## config.mk

```make
export PLATFORM = sky130hd
export DESIGN_NAME = booth_multiplier
export DESIGN_NICKNAME = d
export VERILOG_FILES = /design/src/rtl/booth_pkg.sv /design/src/rtl/booth_pp_gen.sv /design/src/rtl/booth_multiplier.sv
export SDC_FILE = /design/constraint.sdc
export NUM_CORES = 1
export LEC_CHECK = 0
export CAP_MARGIN = 20
export CORE_MARGIN = 8
export CORE_UTILIZATION = 55
export DETAILED_ROUTE_END_ITERATION = 10
export PLACE_DENSITY = 0.85
export RECOVER_POWER = 25
export REMOVE_ABC_BUFFERS = 1
export SLEW_MARGIN = 10
export SYNTH_ARGS = -nofsm -noshare
export SYNTH_HDL_FRONTEND = slang
export SYNTH_SLANG_ARGS = --single-unit
export TNS_END_PERCENT = 30
```

## constraint.sdc

```tcl
create_clock -name clk -period 0.8 [get_ports clk]
set_input_delay 0.16 -clock clk [delete_from_list [all_inputs] [get_ports clk]]
set_output_delay 0.16 -clock clk [all_outputs]
set_load 0.1 [all_outputs]
```

## src/rtl/booth_pkg.sv

```systemverilog
// Shared constants, Booth digit encoding and triplet decoder for booth_multiplier.
package booth_pkg;

  localparam int unsigned OP_W   = 16;
  localparam int unsigned PROD_W = 32;
  localparam int unsigned NUM_PP = 8;

  typedef enum logic [2:0] {
    ZERO,
    POS1,
    POS2,
    NEG1,
    NEG2
  } booth_digit_t;

  // Radix-4 Booth recoding of one {b[2i+1], b[2i], b[2i-1]} triplet.
  function automatic booth_digit_t booth_decode(input logic [2:0] trip);
    booth_digit_t digit;
    case (trip)
      3'b001, 3'b010: digit = POS1;
      3'b011:         digit = POS2;
      3'b100:         digit = NEG2;
      3'b101, 3'b110: digit = NEG1;
      default:        digit = ZERO;
    endcase
    return digit;
  endfunction

endpackage

```

## src/rtl/booth_pp_gen.sv

```systemverilog
// One Booth partial-product generator: selects 0, +A, +2A, ~A or ~2A (sign-extended,
// unshifted); the +1 that completes a negation is returned separately as neg.
module booth_pp_gen
  import booth_pkg::*;
(
  input  logic [2:0]        triplet,
  input  logic [OP_W-1:0]   multiplicand,
  output logic [PROD_W-1:0] pp,
  output logic              neg
);

  logic [PROD_W-1:0] a_ext;
  logic [PROD_W-1:0] a_dbl;
  booth_digit_t      digit;

  assign a_ext = {{(PROD_W - OP_W){multiplicand[OP_W-1]}}, multiplicand};
  assign a_dbl = {a_ext[PROD_W-2:0], 1'b0};
  assign digit = booth_decode(triplet);

  // Select the partial product magnitude and negation for this digit.
  always_comb begin
    pp  = '0;
    neg = 1'b0;
    case (digit)
      POS1: pp = a_ext;
      POS2: pp = a_dbl;
      NEG1: begin
        pp  = ~a_ext;
        neg = 1'b1;
      end
      NEG2: begin
        pp  = ~a_dbl;
        neg = 1'b1;
      end
      default: pp = '0;
    endcase
  end

endmodule

```

## src/rtl/booth_multiplier.sv

```systemverilog
// Radix-4 Booth 16x16 signed multiplier, one product per cycle, no handshake.
// BOOTH_PIPE_EN defined: partial sums registered, latency 2.
// BOOTH_PIPE_EN undefined: single stage into the product register, latency 1.
module booth_multiplier
  import booth_pkg::*;
(
  input  logic              clk,
  input  logic              rst_n,
  input  logic [OP_W-1:0]   multiplicand,
  input  logic [OP_W-1:0]   multiplier,
  output logic [PROD_W-1:0] product
);

  // Implicit zero below bit 0 so triplet i is mult_ext[2i+2:2i].
  logic [OP_W:0]     mult_ext;
  logic [2:0]        triplet [NUM_PP];
  logic [PROD_W-1:0] pp_raw  [NUM_PP];
  logic              pp_neg  [NUM_PP];
  logic [PROD_W-1:0] pp_sh   [NUM_PP];
  logic [PROD_W-1:0] neg_sh  [NUM_PP];

  logic [PROD_W-1:0] sum_lo;
  logic [PROD_W-1:0] sum_hi;
  logic [PROD_W-1:0] final_sum;
  logic [PROD_W-1:0] product_q;

  assign mult_ext = {multiplier, 1'b0};

  for (genvar i = 0; i < NUM_PP; i++) begin : g_pp
    assign triplet[i] = mult_ext[2*i+2 -: 3];

    booth_pp_gen u_pp_gen (
      .triplet      (triplet[i]),
      .multiplicand (multiplicand),
      .pp           (pp_raw[i]),
      .neg          (pp_neg[i])
    );

    assign pp_sh[i]  = pp_raw[i] << (2 * i);
    assign neg_sh[i] = {{(PROD_W - 1){1'b0}}, pp_neg[i]} << (2 * i);
  end

  // Reduce PP0..3 and PP4..7 into two partial sums, folding in the negate carries.
  always_comb begin
    sum_lo = '0;
    sum_hi = '0;
    for (int i = 0; i < NUM_PP / 2; i++) begin
      sum_lo = sum_lo + pp_sh[i] + neg_sh[i];
      sum_hi = sum_hi + pp_sh[i + NUM_PP/2] + neg_sh[i + NUM_PP/2];
    end
  end

`ifdef BOOTH_PIPE_EN
  logic [PROD_W-1:0] sum_lo_q;
  logic [PROD_W-1:0] sum_hi_q;

  // Stage 1 register: hold the two partial sums.
  always_ff @(posedge clk or negedge rst_n) begin
    if (!rst_n) begin
      sum_lo_q <= '0;
      sum_hi_q <= '0;
    end else begin
      sum_lo_q <= sum_lo;
      sum_hi_q <= sum_hi;
    end
  end

  assign final_sum = sum_lo_q + sum_hi_q;
`else
  assign final_sum = sum_lo + sum_hi;
`endif

  // Output register: final modulo-2^32 sum.
  always_ff @(posedge clk or negedge rst_n) begin
    if (!rst_n) begin
      product_q <= '0;
    end else begin
      product_q <= final_sum;
    end
  end

  assign product = product_q;

endmodule

```

==> flow_metrics.tcl, run 1 <==
set metrics [dict create \
    status "did not finish" \
    lastStage "global routing" \
    tool.error "[ERROR GRT-0232] Routing congestion too high. Check the congestion heatmap in the GUI." \
    synthFlopType "dfrtp_1" \
    ys_warn_count 0 \
    cts_made_buffers 5 \
    io_buffers 65 \
    synth_cells 1093 \
    synth_edf_count 0 \
    clock-sinks 32 \
    synth_area_mm2 0.009027 \
    syn_avg_cell_area_um2 8.259 \
    clk_path_buf_depth 2 \
    synthTopCellsByCount "inv_1, fa_1, nor2_1, clkbuf_1, xor2_1" \
    yosysMostFrequentCell "inv_1" \
    timing.worst_endpoint.kind "sequential cell input" \
    num_io_pins 66 \
    ctsRootBufferMaster "clkbuf_16" \
    overflow 82 \
    async_reset_ff_share_pct 100.0 \
    grt_max_degree 33 \
    die_w_um 144.1 \
    place_congestion 1.003 \
    synth_cell_types 55 \
    synth_top_cell_area_share_pct 26.17 \
    rows 47 \
    yosysSeqAreaShare_pct 8.870 \
    start_util_pct 55.42 \
    synth_area_leaders "fa_1, ha_1, dfrtp_1" \
    track_usage_pct 70.52 \
    dieHeight_um 144.1 \
    grt-worst-endpoint "product[24]$_DFF_PN0_/D" \
    hpwl_um 24470 \
    synth_top_area_cell "fa_1" \
    htree_levels 2 \
    ys_ff_latch 32 \
]
## timing repair
item	CTS
resized for setup	421
endpoints found under the setup margin	64
setup buffers	51
pin swaps	121
hold buffers	0
cloned	8
## routing by layer
metal / global-route usage, % / overflow
met1: 67.69 / 0
met2: 85.51 / 49
met3: 59.19 / 0
met4: 72.11 / 33
met5: 30.89 / 0
## through the flow
step	hold WS (ns)	setup WS, ns	std cells	instance area (um^2)	setup TNS, ns
after floorplan	-0.1356	-3.983	989	8627	-103.77
after global placement	0.5380	-4.557	1548	12120	-119.32
after detailed placement	0.5351	-4.666	1548	12120	-122.71
after CTS	0.2532	-3.620	1613	14210	-98.65
## cell families after synthesis
kind of cell               count (synthesis)  synth area share [%]
muxes                                     14                 1.566
DFF                                       32                 8.870
and+or+nand+nor                          207                 9.564
buffers and inverters                    244                 10.26
adders and majority gates                187                 35.73
AOI/OAI and AO/OA                        265                 20.04
xor gates and xnor gates                 144                 13.97
==> run 2: changes to the inputs <==
--- a/config.mk
+++ b/config.mk
@@ -7,9 +7,9 @@
 export LEC_CHECK = 0
 export CAP_MARGIN = 20
 export CORE_MARGIN = 8
-export CORE_UTILIZATION = 55
+export CORE_UTILIZATION = 40
 export DETAILED_ROUTE_END_ITERATION = 10
-export PLACE_DENSITY = 0.85
+export PLACE_DENSITY_LB_ADDON = 0.15
 export RECOVER_POWER = 25
 export REMOVE_ABC_BUFFERS = 1
 export SLEW_MARGIN = 10
==> run 2 against run 1 <==
Synthesized area unchanged. Synthesized cell count unchanged. The flow now finishes, with violations (setup timing).
==> flow_metrics.tcl, run 2 <==
set metrics [dict create \
    status "finished, violations left" \
    violations "setup timing" \
    first_pass_iters 5 \
    grt_max_degree 33 \
    drtIter0Drc 552 \
    synth_top_area_cell "fa_1" \
    cp_slowest_cell "fa_1" \
    htree_levels 2 \
    rsz0062_at_grt "yes" \
    path_class "in2reg" \
    wl_per_cell_um 18.19 \
    drc 0 \
    crit_chain "dlygate4sd2_1, buf_12, buf_4, xnor2_1, nor2_1, a211oi_2, fa_1, inv_2, fa_2, fa_1, inv_2, fa_1, inv_2, ha_4, buf_4, a21oi_1, o21ai_2, nand4_1, o31ai_4, a211o_1, xor2_1" \
    totalWireLength_um 31230 \
    maxCapViolCount 0 \
    track_usage_pct 20.90 \
    nets 1652 \
    synthTopCellsByCount "inv_1, fa_1, nor2_1, clkbuf_1, xor2_1" \
    place_congestion 0.9240 \
    via_count 9084 \
    required_ns 0.96 \
    start_kind "input pin" \
    finalMaxSlewViolations 0 \
    yosysMostFrequentCell "inv_1" \
    clk_path_buf_depth 2 \
    fin_crit_ns 4.451 \
    setup_ws_ns -3.651 \
    grt_first_pass_wirelength_um 47470 \
    cts_tree "yes" \
    dp_cells 1598 \
    synthFlopType "dfrtp_1" \
    ys_warn_count 0 \
    yosysSeqAreaShare_pct 8.870 \
    cts_made_buffers 5 \
    synth_area_mm2 0.009027 \
    layout_commonest_cell "buf_4" \
    post_drt_via_cell_ratio 5.291 \
    arrival_ns 4.61 \
    pre_cts_ws_ns -4.962 \
    num_io_pins 66 \
    synth_cells 1093 \
    largest_register_ffs 32 \
    clk_pin_slew_ns 0.05 \
    ys_ff_latch 32 \
    num_antenna_cells 0 \
    synth_top_cell_area_share_pct 26.17 \
    postRouteAntennaNets 0 \
    area_growth_pct 65.54 \
    final_cell_mix "buf_4, inv_1, fa_1" \
    synth_cell_types 55 \
    synth_area_leaders "fa_1, ha_1, dfrtp_1" \
    dieHeight_um 166.2 \
    worstMarginPinSlew_ns 0.5791 \
    async_reset_ff_share_pct 100.0 \
    hp-class "in2async" \
    final-setup-viol-count 64 \
    io_buffers 65 \
    relSlewSlack_pct 61.40 \
    overflow 0 \
    cpPeakStageDelay_ns 0.53 \
    die_w_um 166.2 \
    cp_max_fo 7 \
    rows 55 \
    endpoint_kind "flop" \
    start_util_pct 40.36 \
    synth_edf_count 0 \
    hpwl_um 22330 \
    syn_avg_cell_area_um2 8.259 \
    grt_pass1_vias 8996 \
    ctsRootBufferMaster "clkbuf_16" \
    layout-drive-gt1-share_pct 47.42 \
    antenna_found_initial 1 \
    final-instance-count-excl-fill 1717 \
    coreArea_mm2 0.02237 \
    clock-sinks 32 \
    die-area_mm2 0.02763 \
    timing.fmax_mhz 224.7 \
    finalHoldViolations 0 \
    fin_crit_sh_pct 556.3 \
    whs_ns 0.3108 \
]
## run 2: cell counts after synthesis
Identical to the previous run, type by type.
## run 2: routing by layer
metal	global-route usage [%]	part of all wire (%)	routed length [um]	vias up
li1	-	-	-	4287
met1	28.09	43	13490	4415
met2	34.30	47	14800	322
met3	2.995	6.2	1943	58
met4	6.306	3.2	991	2
met5	0	0.038	12	-
## run 2: final cells by class
type	count	area, um^2
Clock buffer	6	128.9
Clock inverter	2	35.03
Fill cell	1689	7421
Inverter	140	530.5
Multi-Input combinational cell	817	8762
Sequential cell	32	800.8
Tap cell	285	356.6
Timing Repair Buffer	435	4330
## run 2: worst max path at each step
stage	startpoint	endpoint	slack [ns]	cells past startpoint
finish	multiplicand[10]	product[24]	-3.65	21
global route	multiplier[7]	product[31]	-3.84	21
CTS	multiplier[6]	product[22]	-3.65	20
detailed placement	multiplier[7]	product[29]	-4.96	19
global placement	multiplier[7]	product[31]	-4.95	20
floorplan	multiplier[0]	product[28]	-3.98	17
## run 2: cells by family after synthesis
family | after synthesis | synth area share (%)
buffers and inverters | 244 | 10.26
flip-flops | 32 | 8.870
AO/OA/AOI/OAI | 265 | 20.04
XOR/XNOR | 144 | 13.97
multiplexers | 14 | 1.566
AND/OR/NAND/NOR | 207 | 9.564
adder cells (fa/ha/maj) | 187 | 35.73
## run 2: critical path: cells and delay by family
family                   cells  cell delay [ns]
buffers and inverters        7             0.89
adder cells (fa/ha/maj)      5             2.14
AND/OR/NAND/NOR              2             0.20
XOR/XNOR                     2             0.35
AO/OA/AOI/OAI                5             0.87
## run 2: metrics by stage
step	setup TNS (ns)	cell area [um^2]	util [%]
5_1_grt	-104.44	14940	66.82
3_5_place_dp	-128.11	12100	54.10
2_1_floorplan	-103.77	8627	-
4_1_cts	-99.64	14070	62.91
3_3_place_gp	-127.51	12100	54.10
6_report	-99.40	14940	66.82
## run 2: what timing repair did
item / in CTS / in global routing
hold buffers: 0 / 0
pin swaps: 89 / 69
setup buffers: 77 / 31
setup endpoints to repair: 64 / 64
gates cloned: 8 / 2
resized for setup: 335 / 184
Power of run 2 is not shown: default switching activity piles up to over one toggle a cycle in this logic, so the estimate is an artifact.
==> run 3: changes to the inputs <==
--- a/config.mk
+++ b/config.mk
@@ -5,6 +5,7 @@
 export SDC_FILE = /design/constraint.sdc
 export NUM_CORES = 1
 export LEC_CHECK = 0
+export ABC_AREA = 0
 export CAP_MARGIN = 20
 export CORE_MARGIN = 8
 export CORE_UTILIZATION = 40
==> results of run 3 <==
The final DEF is identical to that of run 2; final timing and power are the same.
Power of run 3 is left out for the same reason.
==> run 4: changes to the inputs <==
--- a/config.mk
+++ b/config.mk
@@ -5,7 +5,7 @@
 export SDC_FILE = /design/constraint.sdc
 export NUM_CORES = 1
 export LEC_CHECK = 0
-export ABC_AREA = 0
+export ABC_AREA = 1
 export CAP_MARGIN = 20
 export CORE_MARGIN = 8
 export CORE_UTILIZATION = 40
==> run 4 against run 3 <==
Fmax rose by 2.9%. Core utilization is 0.40 points lower. Sequential share of layout area hardly changed. Via count is 17% higher. Cell count increased by 14%. Setup slack better by 0.13 ns. Non-clock buffer count down 59. The run still ends with setup timing left. Synthesized area is 2.9% higher. Synthesized cell count rose by 25%. Design area is 0.94% higher.
==> flow_metrics.tcl, run 4 <==
set metrics [dict create \
    htree_levels 2 \
    endpoint_kind "flop" \
    synthTopCellsByCount "nand2_1, inv_1, o21ai_0, fa_1, a21oi_1" \
    largest_register_ffs 32 \
    cp_max_fo 6 \
    place_area_mm2 0.01236 \
    critPathTopFamily "adder cells" \
    yosysMostFrequentCell "nand2_1" \
    num_io_pins 66 \
    tns_ns -98.91 \
    syn_avg_cell_area_um2 6.822 \
    fin_crit_sh_pct 540.5 \
    synth_area_leaders "fa_1, nand2_1, inv_1" \
    drtIter0Drc 949 \
    synth_cell_types 41 \
    num_antenna_cells 0 \
    clock-sinks 32 \
    async_reset_ff_share_pct 100.0 \
    setup_ws_ns -3.524 \
    wl_per_cell_um 18.21 \
    start_util_pct 40.89 \
    grt_first_pass_wirelength_um 54320 \
    coreArea_mm2 0.02271 \
    layout-drive-gt1-share_pct 44.46 \
    clk_pin_slew_ns 0.06 \
    cpPeakStageDelay_ns 0.55 \
    cts_made_buffers 5 \
    path_class "in2reg" \
    antenna_found_initial 0 \
    required_ns 0.97 \
    dieHeight_um 168.4 \
    final-setup-viol-count 64 \
    maxCapViolCount 0 \
    ctsRootBufferMaster "clkbuf_16" \
    crit_chain "buf_8, nand2_4, inv_2, buf_6, nor3_4, buf_6, clkinvlp_4, o22ai_2, nor2_2, fa_1, inv_2, fa_2, fa_1, fa_1, ha_4, nand2_4, buf_6, nor2_4, buf_6, nand2_2, nor2_2, nand2_2, nand4_1, nand2_1" \
    nets 1898 \
    synth_top_area_cell "fa_1" \
    yosysSeqAreaShare_pct 8.624 \
    final_core_util_pct 66.42 \
    ys_ff_latch 32 \
    rows 55 \
    synth_top_cell_area_share_pct 25.44 \
    synth_edf_count 0 \
    synth_area_mm2 0.009285 \
    grt_pass1_vias 10430 \
    io_buffers 65 \
    via_count 10640 \
    track_usage_pct 23.78 \
    drc 0 \
    nFillCells 1867 \
    first_pass_iters 6 \
    finalMaxSlewViolations 0 \
    start_kind "input pin" \
    finalHoldViolations 0 \
    overflow 0 \
    synth_cells 1361 \
    post_drt_via_cell_ratio 5.420 \
    status "finished, violations left" \
    rsz0062_at_grt "yes" \
    relSlewSlack_pct 59.54 \
    cp_slowest_cell "fa_1" \
    timing.fmax_mhz 231.3 \
    grt_max_degree 33 \
    fin_crit_ns 4.324 \
    ys_warn_count 0 \
    layout_commonest_cell "nand2_1" \
    hpwl_um 26310 \
    violations "setup timing" \
    die-area_mm2 0.02834 \
    totalWireLength_um 35750 \
    worstMarginPinSlew_ns 0.6006 \
    final-instance-count-excl-fill 1963 \
    worst-path-buf-inv 8 \
    die_w_um 168.4 \
    final_cell_mix "nand2_1, buf_4, inv_1" \
    dp_cells 1894 \
    area_growth_pct 62.46 \
    hp-class "in2async" \
    final_area_mm2 0.01508 \
    postRouteAntennaNets 0 \
    path_common_cell "buf_6" \
    arrival_ns 4.49 \
    cts_tree "yes" \
    synthFlopType "dfrtp_1" \
    clk_path_buf_depth 2 \
    place_congestion 0.9739 \
]
-- run 4: cell families (layout without fill, tap and decap cells) --
logic type | count (synthesis) | in the layout | share of synthesized area, %
and+or+nand+nor | 477 | 478 | 21.24
DFF | 32 | 32 | 8.624
adders and majority gates | 187 | 187 | 34.74
AOI/OAI and AO/OA | 317 | 317 | 19.82
buffers and inverters | 330 | 646 | 13.88
xor gates and xnor gates | 18 | 18 | 1.698
-- run 4: worst paths after layout --
kind                               start          end  cells after the start
min in group clk           multiplier[1]   product[0]                      3
hold / removal                     rst_n   product[3]                      2
setup / recovery           multiplier[9]  product[25]                     24
max in group asynchronous          rst_n  product[28]                      2
-- run 4: metrics by stage --
stage / hold slack (ns) / setup slack (ns)
2_1_floorplan: -0.1356 / -3.739
3_3_place_gp: 0.5440 / -4.440
3_5_place_dp: 0.5491 / -4.478
4_1_cts: 0.2493 / -3.494
5_1_grt: 0.3694 / -3.657
6_report: 0.3080 / -3.524
-- run 4: layout make-up --
class | instances | area, um^2 | share of cell area (%)
multi-input combinational | 1000 | 8944 | 59.29
timing repair buffer | 376 | 3805 | 25.22
inverter | 260 | 996.0 | 6.603
sequential | 32 | 800.8 | 5.309
tap | 285 | 356.6 | 2.364
clock buffer | 5 | 125.1 | 0.8295
clock inverter | 3 | 42.54 | 0.2820
timing repair inverter | 2 | 15.01 | 0.09954
-- run 4: per-layer routing --
metal | part of all wire [%] | GRT usage (%) | vias up
met5 | 0 | 0 | -
met4 | 4.6 | 11.22 | 0
met2 | 48 | 40.67 | 454
met1 | 40 | 29.82 | 5081
li1 | - | - | 5012
met3 | 6.8 | 2.222 | 92
-- run 4: timing repair --
action | CTS | global route
hold buffers | 0 | 0
buffers inserted | 39 | 18
pin swaps | 139 | 134
endpoints found under the setup margin | 64 | 64
resized for setup | 450 | 171
gates cloned | 6 | 2
Power of run 4 is left out for the same reason.
